## src/rtl/vga_timing_gen.sv

```systemverilog
// Parametrised VGA raster generator: pixel-enable divider, h/v counters, registered sync/de/colour.
// Define VGA_TEST_PATTERN_EN to add the internal 8-bar colour pattern selected by test_mode.
module vga_timing_gen #(
    parameter int   COLOR_W  = 4,
    parameter int   CLK_DIV  = 4,
    parameter int   H_ACTIVE = 640,
    parameter int   H_FP     = 16,
    parameter int   H_SYNC   = 96,
    parameter int   H_BP     = 48,
    parameter int   V_ACTIVE = 480,
    parameter int   V_FP     = 10,
    parameter int   V_SYNC   = 2,
    parameter int   V_BP     = 33,
    parameter logic HS_POL   = 1'b0,
    parameter logic VS_POL   = 1'b0,
    localparam int  H_TOTAL  = H_ACTIVE + H_FP + H_SYNC + H_BP,
    localparam int  V_TOTAL  = V_ACTIVE + V_FP + V_SYNC + V_BP,
    localparam int  HC_W     = $clog2(H_TOTAL),
    localparam int  VC_W     = $clog2(V_TOTAL)
) (
    input  logic               clk,
    input  logic               rst,
    input  logic [COLOR_W-1:0] in_r,
    input  logic [COLOR_W-1:0] in_g,
    input  logic [COLOR_W-1:0] in_b,
    input  logic               test_mode,
    output logic [COLOR_W-1:0] pix_r,
    output logic [COLOR_W-1:0] pix_g,
    output logic [COLOR_W-1:0] pix_b,
    output logic               hsync,
    output logic               vsync,
    output logic               de,
    output logic [HC_W-1:0]    x,
    output logic [VC_W-1:0]    y,
    output logic               pix_tick,
    output logic               frame_start
);
    localparam int               DIV_W     = (CLK_DIV > 1) ? $clog2(CLK_DIV) : 1;
    localparam logic [DIV_W-1:0] DIV_LAST  = DIV_W'(CLK_DIV - 1);
    localparam logic [HC_W-1:0]  H_LAST    = HC_W'(H_TOTAL - 1);
    localparam logic [HC_W-1:0]  H_VIS_END = HC_W'(H_ACTIVE);
    localparam logic [HC_W-1:0]  HS_START  = HC_W'(H_ACTIVE + H_FP);
    localparam logic [HC_W-1:0]  HS_END    = HC_W'(H_ACTIVE + H_FP + H_SYNC);
    localparam logic [VC_W-1:0]  V_LAST    = VC_W'(V_TOTAL - 1);
    localparam logic [VC_W-1:0]  V_VIS_END = VC_W'(V_ACTIVE);
    localparam logic [VC_W-1:0]  VS_START  = VC_W'(V_ACTIVE + V_FP);
    localparam logic [VC_W-1:0]  VS_END    = VC_W'(V_ACTIVE + V_FP + V_SYNC);

    logic [DIV_W-1:0]   div_cnt_q, div_cnt_d;
    logic [HC_W-1:0]    h_cnt_q, h_cnt_d;
    logic [VC_W-1:0]    v_cnt_q, v_cnt_d;
    logic [COLOR_W-1:0] pix_r_q, pix_r_d, pix_g_q, pix_g_d, pix_b_q, pix_b_d;
    logic               hsync_q, hsync_d, vsync_q, vsync_d;
    logic               de_q, de_d, frame_start_q, frame_start_d;

    logic               tick;
    logic               visible, in_hs, in_vs;
    logic [COLOR_W-1:0] src_r, src_g, src_b;

    assign tick    = !rst && (div_cnt_q == DIV_LAST);
    assign visible = (h_cnt_q < H_VIS_END) && (v_cnt_q < V_VIS_END);
    assign in_hs   = (h_cnt_q >= HS_START) && (h_cnt_q < HS_END);
    assign in_vs   = (v_cnt_q >= VS_START) && (v_cnt_q < VS_END);

`ifdef VGA_TEST_PATTERN_EN
    localparam int BAR_W = (H_ACTIVE >= 8) ? H_ACTIVE / 8 : 1;

    logic [HC_W-1:0] bar_raw;
    logic [2:0]      bar_idx;

    always_comb begin
        bar_raw = h_cnt_q / HC_W'(BAR_W);
        bar_idx = (bar_raw > HC_W'(7)) ? 3'd7 : bar_raw[2:0];
    end

    // White..black bar order is the inverted index mapped as g=~idx[2], r=~idx[1], b=~idx[0].
    assign src_r = test_mode ? {COLOR_W{~bar_idx[1]}} : in_r;
    assign src_g = test_mode ? {COLOR_W{~bar_idx[2]}} : in_g;
    assign src_b = test_mode ? {COLOR_W{~bar_idx[0]}} : in_b;
`else
    logic unused_test_mode;

    assign unused_test_mode = test_mode;
    assign src_r = in_r;
    assign src_g = in_g;
    assign src_b = in_b;
`endif

    always_comb begin
        // NOTE: every _d defaults to its _q (or a constant) before any branch, so no latch is inferred.
        div_cnt_d     = (div_cnt_q == DIV_LAST) ? '0 : div_cnt_q + DIV_W'(1);
        h_cnt_d       = h_cnt_q;
        v_cnt_d       = v_cnt_q;
        pix_r_d       = pix_r_q;
        pix_g_d       = pix_g_q;
        pix_b_d       = pix_b_q;
        hsync_d       = hsync_q;
        vsync_d       = vsync_q;
        de_d          = de_q;
        frame_start_d = 1'b0;
        if (tick) begin
            if (h_cnt_q == H_LAST) begin
                h_cnt_d = '0;
                v_cnt_d = (v_cnt_q == V_LAST) ? '0 : v_cnt_q + VC_W'(1);
            end else begin
                h_cnt_d = h_cnt_q + HC_W'(1);
            end
            de_d          = visible;
            hsync_d       = in_hs ? HS_POL : ~HS_POL;
            vsync_d       = in_vs ? VS_POL : ~VS_POL;
            pix_r_d       = visible ? src_r : '0;
            pix_g_d       = visible ? src_g : '0;
            pix_b_d       = visible ? src_b : '0;
            frame_start_d = (h_cnt_q == '0) && (v_cnt_q == '0);
        end
    end

    // NOTE: state updates use non-blocking assignments so every flop samples pre-edge values.
    always_ff @(posedge clk) begin
        if (rst) begin
            div_cnt_q     <= '0;
            h_cnt_q       <= '0;
            v_cnt_q       <= '0;
            pix_r_q       <= '0;
            pix_g_q       <= '0;
            pix_b_q       <= '0;
            hsync_q       <= ~HS_POL;
            vsync_q       <= ~VS_POL;
            de_q          <= 1'b0;
            frame_start_q <= 1'b0;
        end else begin
            div_cnt_q     <= div_cnt_d;
            h_cnt_q       <= h_cnt_d;
            v_cnt_q       <= v_cnt_d;
            pix_r_q       <= pix_r_d;
            pix_g_q       <= pix_g_d;
            pix_b_q       <= pix_b_d;
            hsync_q       <= hsync_d;
            vsync_q       <= vsync_d;
            de_q          <= de_d;
            frame_start_q <= frame_start_d;
        end
    end

    assign pix_r       = pix_r_q;
    assign pix_g       = pix_g_q;
    assign pix_b       = pix_b_q;
    assign hsync       = hsync_q;
    assign vsync       = vsync_q;
    assign de          = de_q;
    assign x           = h_cnt_q;
    assign y           = v_cnt_q;
    assign pix_tick    = tick;
    assign frame_start = frame_start_q;

endmodule
```

## config.mk

```make
export PLATFORM = sky130hd
export DESIGN_NAME = vga_timing_gen
export DESIGN_NICKNAME = d
export VERILOG_FILES = /design/src/rtl/vga_timing_gen.sv
export SDC_FILE = /design/constraint.sdc
export NUM_CORES = 1
export LEC_CHECK = 0
export BUFFER_PORTS_ARGS = -buffer_cell sky130_fd_sc_hd__buf_2
export CAP_MARGIN = 25
export CORE_ASPECT_RATIO = 1.75
export CORE_MARGIN = 10
export CORE_UTILIZATION = 30
export CTS_CLUSTER_DIAMETER = 120
export DETAILED_ROUTE_END_ITERATION = 12
export PLACE_DENSITY = 0.58
export SLEW_MARGIN = 15
export SYNTH_ARGS = -nofsm -noshare
export SYNTH_HDL_FRONTEND = slang
export SYNTH_SLANG_ARGS = --single-unit
```

## constraint.sdc

```tcl
create_clock -name clk -period 1.6 [get_ports clk]
set_input_delay 0.08 -clock clk [delete_from_list [all_inputs] [get_ports clk]]
set_output_delay 0.08 -clock clk [all_outputs]
set_load 0.01 [all_outputs]
```

==> impl_metrics.tcl, run 1 <==
set metrics [dict create \
    maxClockFrequency_mhz 630 \
    start_util 0.313 \
    tightest_slew_ps 562 \
    fin_cells 338 \
    grt_pass1_wl_um 7880 \
    viasPerCell 4.85 \
    drive_gt1_frac 0.405 \
    async_reset_ff_frac 0 \
    numCtsBuffers 5 \
    hold_path.class "in2reg" \
    dp_cells 319 \
    clockBufferDepth 2 \
    timing.final.ws_setup_ps 12.3 \
    worstReg2RegStart "x[1]" \
    slew_violations 0 \
    drc 0 \
    cp-start-kind "register" \
    syn-num-nets 196 \
    syn-instance-count 176 \
    arrival_ps 1810 \
    vdd_drop_max_v 0.000557 \
    synth_cell_types 36 \
    finalHoldViolCount 0 \
    synth_edf_count 0 \
    area_growth_pct 48.9 \
    crit_fanout 8 \
    critPathKind "reg2reg" \
    crit_path_top_delay_cell "dfxtp_4" \
    port-buffer-count 50 \
    clkTransAtPathRegs_ps 80 \
    stdcell_area_um2 2470 \
    critPathMaxStageDelay_ps 360 \
    synthFlopType "dfxtp_1" \
    dpl-instance-area_um2 2190 \
    num_antenna_cells 0 \
    grt_remaining_overflow 0 \
    fin_crit_sh 0.992 \
    yosysTopAreaCellShare 0.459 \
    synth_top_cell_by_area "dfxtp_1" \
    grt_max_degree 15 \
    h-tree-depth 2 \
    cts_root_buf "clkbuf_8" \
    grt_pass1_vias 1681 \
    fin_nets 283 \
    fp-row-count 35 \
    relSlewSlack 0.625 \
    firstDrtPassIters 4 \
    dp_slack_ps -21.4 \
    tns_ps 0 \
    dpl.hpwl_um 3680 \
    clk_latency_ps 290 \
    drtIter0Drc 79 \
    leakage_nw 1.11 \
    critical_path.cell_chain "ha_4 -> and3_4 -> buf_4 -> and4_2 -> a31o_4 -> a21oi_1" \
    antenna_found_initial 0 \
    die_w_um 76.2 \
    hp-start "in_g[0]" \
    vias 1640 \
    ys_top_cells_by_area "dfxtp_1 (46%), a22o_1 (6.3%), xor2_1 (4.2%), ha_1 (3.8%), a21oi_1 (3.0%)" \
    rsz0062_at_grt "true" \
    utilization 0.466 \
    critPathRequiredTime_ps 1820 \
    netlist_area_um2 1660 \
    antenna_left 0 \
    power_density_nw_per_um2 797 \
    critical_path.startpoint "x[1]" \
    total_power_mw 1.97 \
    finalClockSkew_ps 6.10 \
    core_area_um2 5300 \
    wl_per_cell_um 14.3 \
    clock_sinks 38 \
    finalWeightedCongestion 0.817 \
    grt_usage 0.104 \
    wl_um 4840 \
    synth-seq-area-share 0.459 \
    fin_crit_ps 1590 \
    die_h_um 118 \
    cts_tree "yes" \
    endpoint_kind "register" \
    holdWs_ps 7.78 \
    setup_viol 0 \
    yosys_warnings 0 \
    io_pins 52 \
    ys_seq_elements 38 \
    status "finished clean" \
    nFillCells 508 \
    die_area_um2 9020 \
    syn_area_per_cell_um2 9.43 \
    max_cap_violations 0 \
]
[critical path: cells and delay by family (launching register included)]
kind / cells / cell delay (ps)
compound gates: 2 / 390
fa+ha+maj: 1 / 150
buf+inv: 1 / 150
flops: 1 / 360
simple gates: 2 / 460
[metal layers]
metal,vias up,track usage,wire length (um)
met5,-,0,0
met4,0,0.0549,87
met3,7,0.0266,228
met2,40,0.195,2710
met1,776,0.101,1820
li1,817,-,-
[Yosys cell counts, types with 2 or more instances]
library cell and count:
o31ai_1 2, o21ai_0 7, clkbuf_1 2, xor2_1 8, nand2_1 6, or4_1 2, or3_1 5, buf_2 3
ha_1 5, nor3_1 7, nand2b_1 3, dfxtp_1 38, a22o_1 12, nand4_1 7, buf_4 3, and4_1 3
and3_1 5, a31o_2 2, a21oi_1 10, nor2_1 13, nor4_1 2, inv_1 6, and2_1 3, nand3_1 10
[power by group]
| part | internal (mW) | switching (mW) |
|---|---|---|
| clock | 0.508 | 0.336 |
| combinational | 0.0749 | 0.0680 |
| sequential | 0.966 | 0.0145 |
[state kept, by name, indices dropped and copies added (netlist names), 2 cells and up]
register and cells:
y 10, pix_g 4, pix_r 4, x 10
pix_b 4, div_cnt_q 2
[final cells by class]
cell class | instances | area (um^2) | share of cell area
Sequential cell | 38 | 769 | 0.312
Clock buffer | 7 | 86.3 | 0.0350
Tap cell | 74 | 92.6 | 0.0375
Inverter | 7 | 28.8 | 0.0117
Timing Repair Buffer | 88 | 566 | 0.229
Multi-Input combinational cell | 123 | 897 | 0.363
Clock inverter | 1 | 30.0 | 0.0122
[cell usage in the layout (no fill, tap or decap), types with 3 or more instances in the layout]
cell type,instances
o21ai_0,7
or3_1,4
and2_1,3
nand3_1,10
buf_2,50
and3_1,4
buf_4,27
nor2_1,12
inv_1,6
a21oi_2,3
ha_1,3
xor2_1,8
dlygate4sd3_1,9
clkbuf_8,6
a21oi_1,7
dfxtp_1,35
a22o_1,12
nand2_1,6
nand4_1,7
nor3_1,7
[kinds of logic after synthesis]
logic type      Yosys count  share of synthesized area
fa+ha+maj                 5                     0.0377
simple gates             73                      0.265
compound gates           36                      0.148
xor+xnor                  9                     0.0475
flops                    38                      0.459
buf+inv                  15                     0.0430
[final timing paths]
path                                endpoint  slack [ps]  cells past startpoint
worst max-delay path                    y[4]          10                      6
worst min-delay path                pix_g[0]           8                      2
worst max register to register          y[4]          10                      6
worst min register to register  div_cnt_q[0]         460                      1
[what timing repair did]
item	4_1_cts	5_1_grt
resized for setup	6	7
hold buffers	9	0
endpoints found under the setup margin	18	27
buffers inserted	0	2
endpoints found under the hold margin	9	0
pin swaps	1	8
Power figures use the tool's default switching activity.
==> run 2, diff against run 1 <==
--- a/config.mk
+++ b/config.mk
@@ -10,6 +10,7 @@
 export CORE_ASPECT_RATIO = 1.75
 export CORE_MARGIN = 10
 export CORE_UTILIZATION = 30
+export CTS_BUF_LIST = sky130_fd_sc_hd__clkbuf_2
 export CTS_CLUSTER_DIAMETER = 120
 export DETAILED_ROUTE_END_ITERATION = 12
 export PLACE_DENSITY = 0.58
==> run 2 against run 1 <==
Net effect: first-iteration DRC count rose by 6.3%; power fell by 13%; clock-buffer cell count down 1; largest cell class unchanged; sequential share of layout area up 0.25 points; combinational power is 5% higher; the run now ends with setup timing left.
==> impl_metrics.tcl, run 2 (synthesis results as in run 1) <==
set metrics [dict create \
    status "finished, violations left" \
    violations "setup timing" \
    antenna_left 0 \
    critical_path.startpoint "x[1]" \
    clk_latency_ps 380 \
    critPathKind "reg2reg" \
    grt_remaining_overflow 0 \
    hold_path.class "in2reg" \
    dpl.hpwl_um 3680 \
    fin_crit_sh 1.01 \
    die_h_um 118 \
    reg2reg_to "y[3]" \
    drc 0 \
    p_clk_frac 0.341 \
    finalHoldViolCount 0 \
    port-buffer-count 50 \
    dpl-instance-area_um2 2190 \
    grt_usage 0.107 \
    share_comb_of_total_power 0.087 \
    final_common_cell "buf_2" \
    clockBufferDepth 2 \
    drive_gt1_frac 0.418 \
    relSlewSlack 0.624 \
    r2r_slack_ps -20 \
    wl_per_cell_um 14.4 \
    swShare 0.235 \
    cts_root_buf "clkbuf_2" \
    grt_pass1_vias 1707 \
    clkTransAtPathRegs_ps 200 \
    finalWeightedCongestion 0.817 \
    seq_power_share 0.572 \
    drtIter0Drc 84 \
    firstDrtPassIters 4 \
    p_int_mw 1.32 \
    stdcell_area_um2 2460 \
    vdd_drop_max_v 0.000510 \
    endpoint "y[3]" \
    cp-start-kind "register" \
    fin_crit_ps 1620 \
    grt_pass1_wl_um 8010 \
    h-tree-depth 2 \
    numCtsBuffers 5 \
    final_cell_mix "buf_2 (50), dfxtp_1 (32), buf_4 (29)" \
    start_util 0.313 \
    rsz0062_at_grt "true" \
    arrival_ps 1940 \
    vias 1669 \
    power_density_nw_per_um2 699 \
    viasPerCell 4.87 \
    fin_cells 343 \
    fp-row-count 35 \
    slew_violations 0 \
    p_sw_mw 0.405 \
    endpoint_kind "register" \
    holdWs_ps 48.1 \
    dp_cells 319 \
    cts_tree "yes" \
    die_w_um 76.2 \
    max_cap_violations 0 \
    area_growth_pct 48.4 \
    die_area_um2 9020 \
    setup_viol 2 \
    worstReg2RegStart "x[1]" \
    maxClockFrequency_mhz 618 \
    antenna_found_initial 1 \
    tightest_slew_ps 563 \
    leakage_nw 1.10 \
    timing.final.ws_setup_ps -18.0 \
    critPathRequiredTime_ps 1920 \
    core_area_um2 5300 \
    fin_nets 287 \
    wl_um 4950 \
    clock_sinks 38 \
    r2r_cells 6 \
    finalClockSkew_ps 15.6 \
    tns_ps -22.9 \
    crit_fanout 6 \
    grt_max_degree 15 \
    io_pins 52 \
]
run 2: changes by cell type in the layout (fill, tap and decap cells not counted), moves of 2 or more:
| cell | change |
|---|---|
| dlygate4sd3_1 | +3 |
| dfxtp_1 | -3 |
| clkbuf_2 | +6 |
| buf_4 | +2 |
| clkbuf_8 | -6 |
| dfxtp_2 | +3 |
run 2: through the flow:
stage | util | setup slack (ps) | power (mW)
final | 0.465 | -18.0 | 1.72
after global routing | 0.465 | -90.8 | 1.80
after CTS | 0.456 | 6.15 | 1.74
after detailed placement | 0.414 | -21.4 | 1.12
after global placement | 0.414 | 4.66 | 1.12
after floorplan | - | 3.96 | 1.06
run 2: critical path, stage by stage (launching register included):
cell     delay [ps]
dfxtp_4         400
ha_4            130
and3_4          210
nand4_4         150
buf_4           190
or3_1           340
a21oi_1         130
run 2: power groups by stage:
stage	sequential [mW]	combinational, mW	clock [mW]
6_report	0.984	0.150	0.587
5_1_grt	0.987	0.166	0.646
4_1_cts	0.983	0.149	0.607
3_5_place_dp	0.998	0.121	0
3_3_place_gp	0.997	0.120	0
2_1_floorplan	1.01	0.0546	0
run 2: final cells by class:
cell class	instances	area [um^2]
antenna	1	2.50
clock buffer	6	30.0
clock inverter	2	33.8
fill	508	2840
inverter	7	28.8
multi-input combinational	123	902
sequential	38	773
tap	74	92.6
timing repair buffer	92	599
run 2: worst min path at each step:
stage | from | endpoint | depth (start not counted)
after floorplan | in_b[0] | pix_b[0] | 1
after global placement | in_b[0] | pix_b[0] | 2
after detailed placement | in_r[1] | pix_r[1] | 2
after CTS | rst | x[1] | 3
after global routing | rst | x[1] | 3
final | rst | x[1] | 3
run 2: what timing repair did:
item | in CTS | in global routing
gates resized for setup | 8 | 9
hold buffers | 12 | 0
hold endpoints to repair | 12 | 0
endpoints found under the setup margin | 23 | 23
buffers inserted | 1 | 2
pin swaps | 3 | 10
run 2: routing by layer:
metal | vias up | GRT usage | wire (um)
met5 | - | 0 | 0
met4 | 0 | 0.0596 | 102
met3 | 8 | 0.0296 | 234
met2 | 38 | 0.198 | 2760
met1 | 795 | 0.102 | 1860
li1 | 828 | - | -
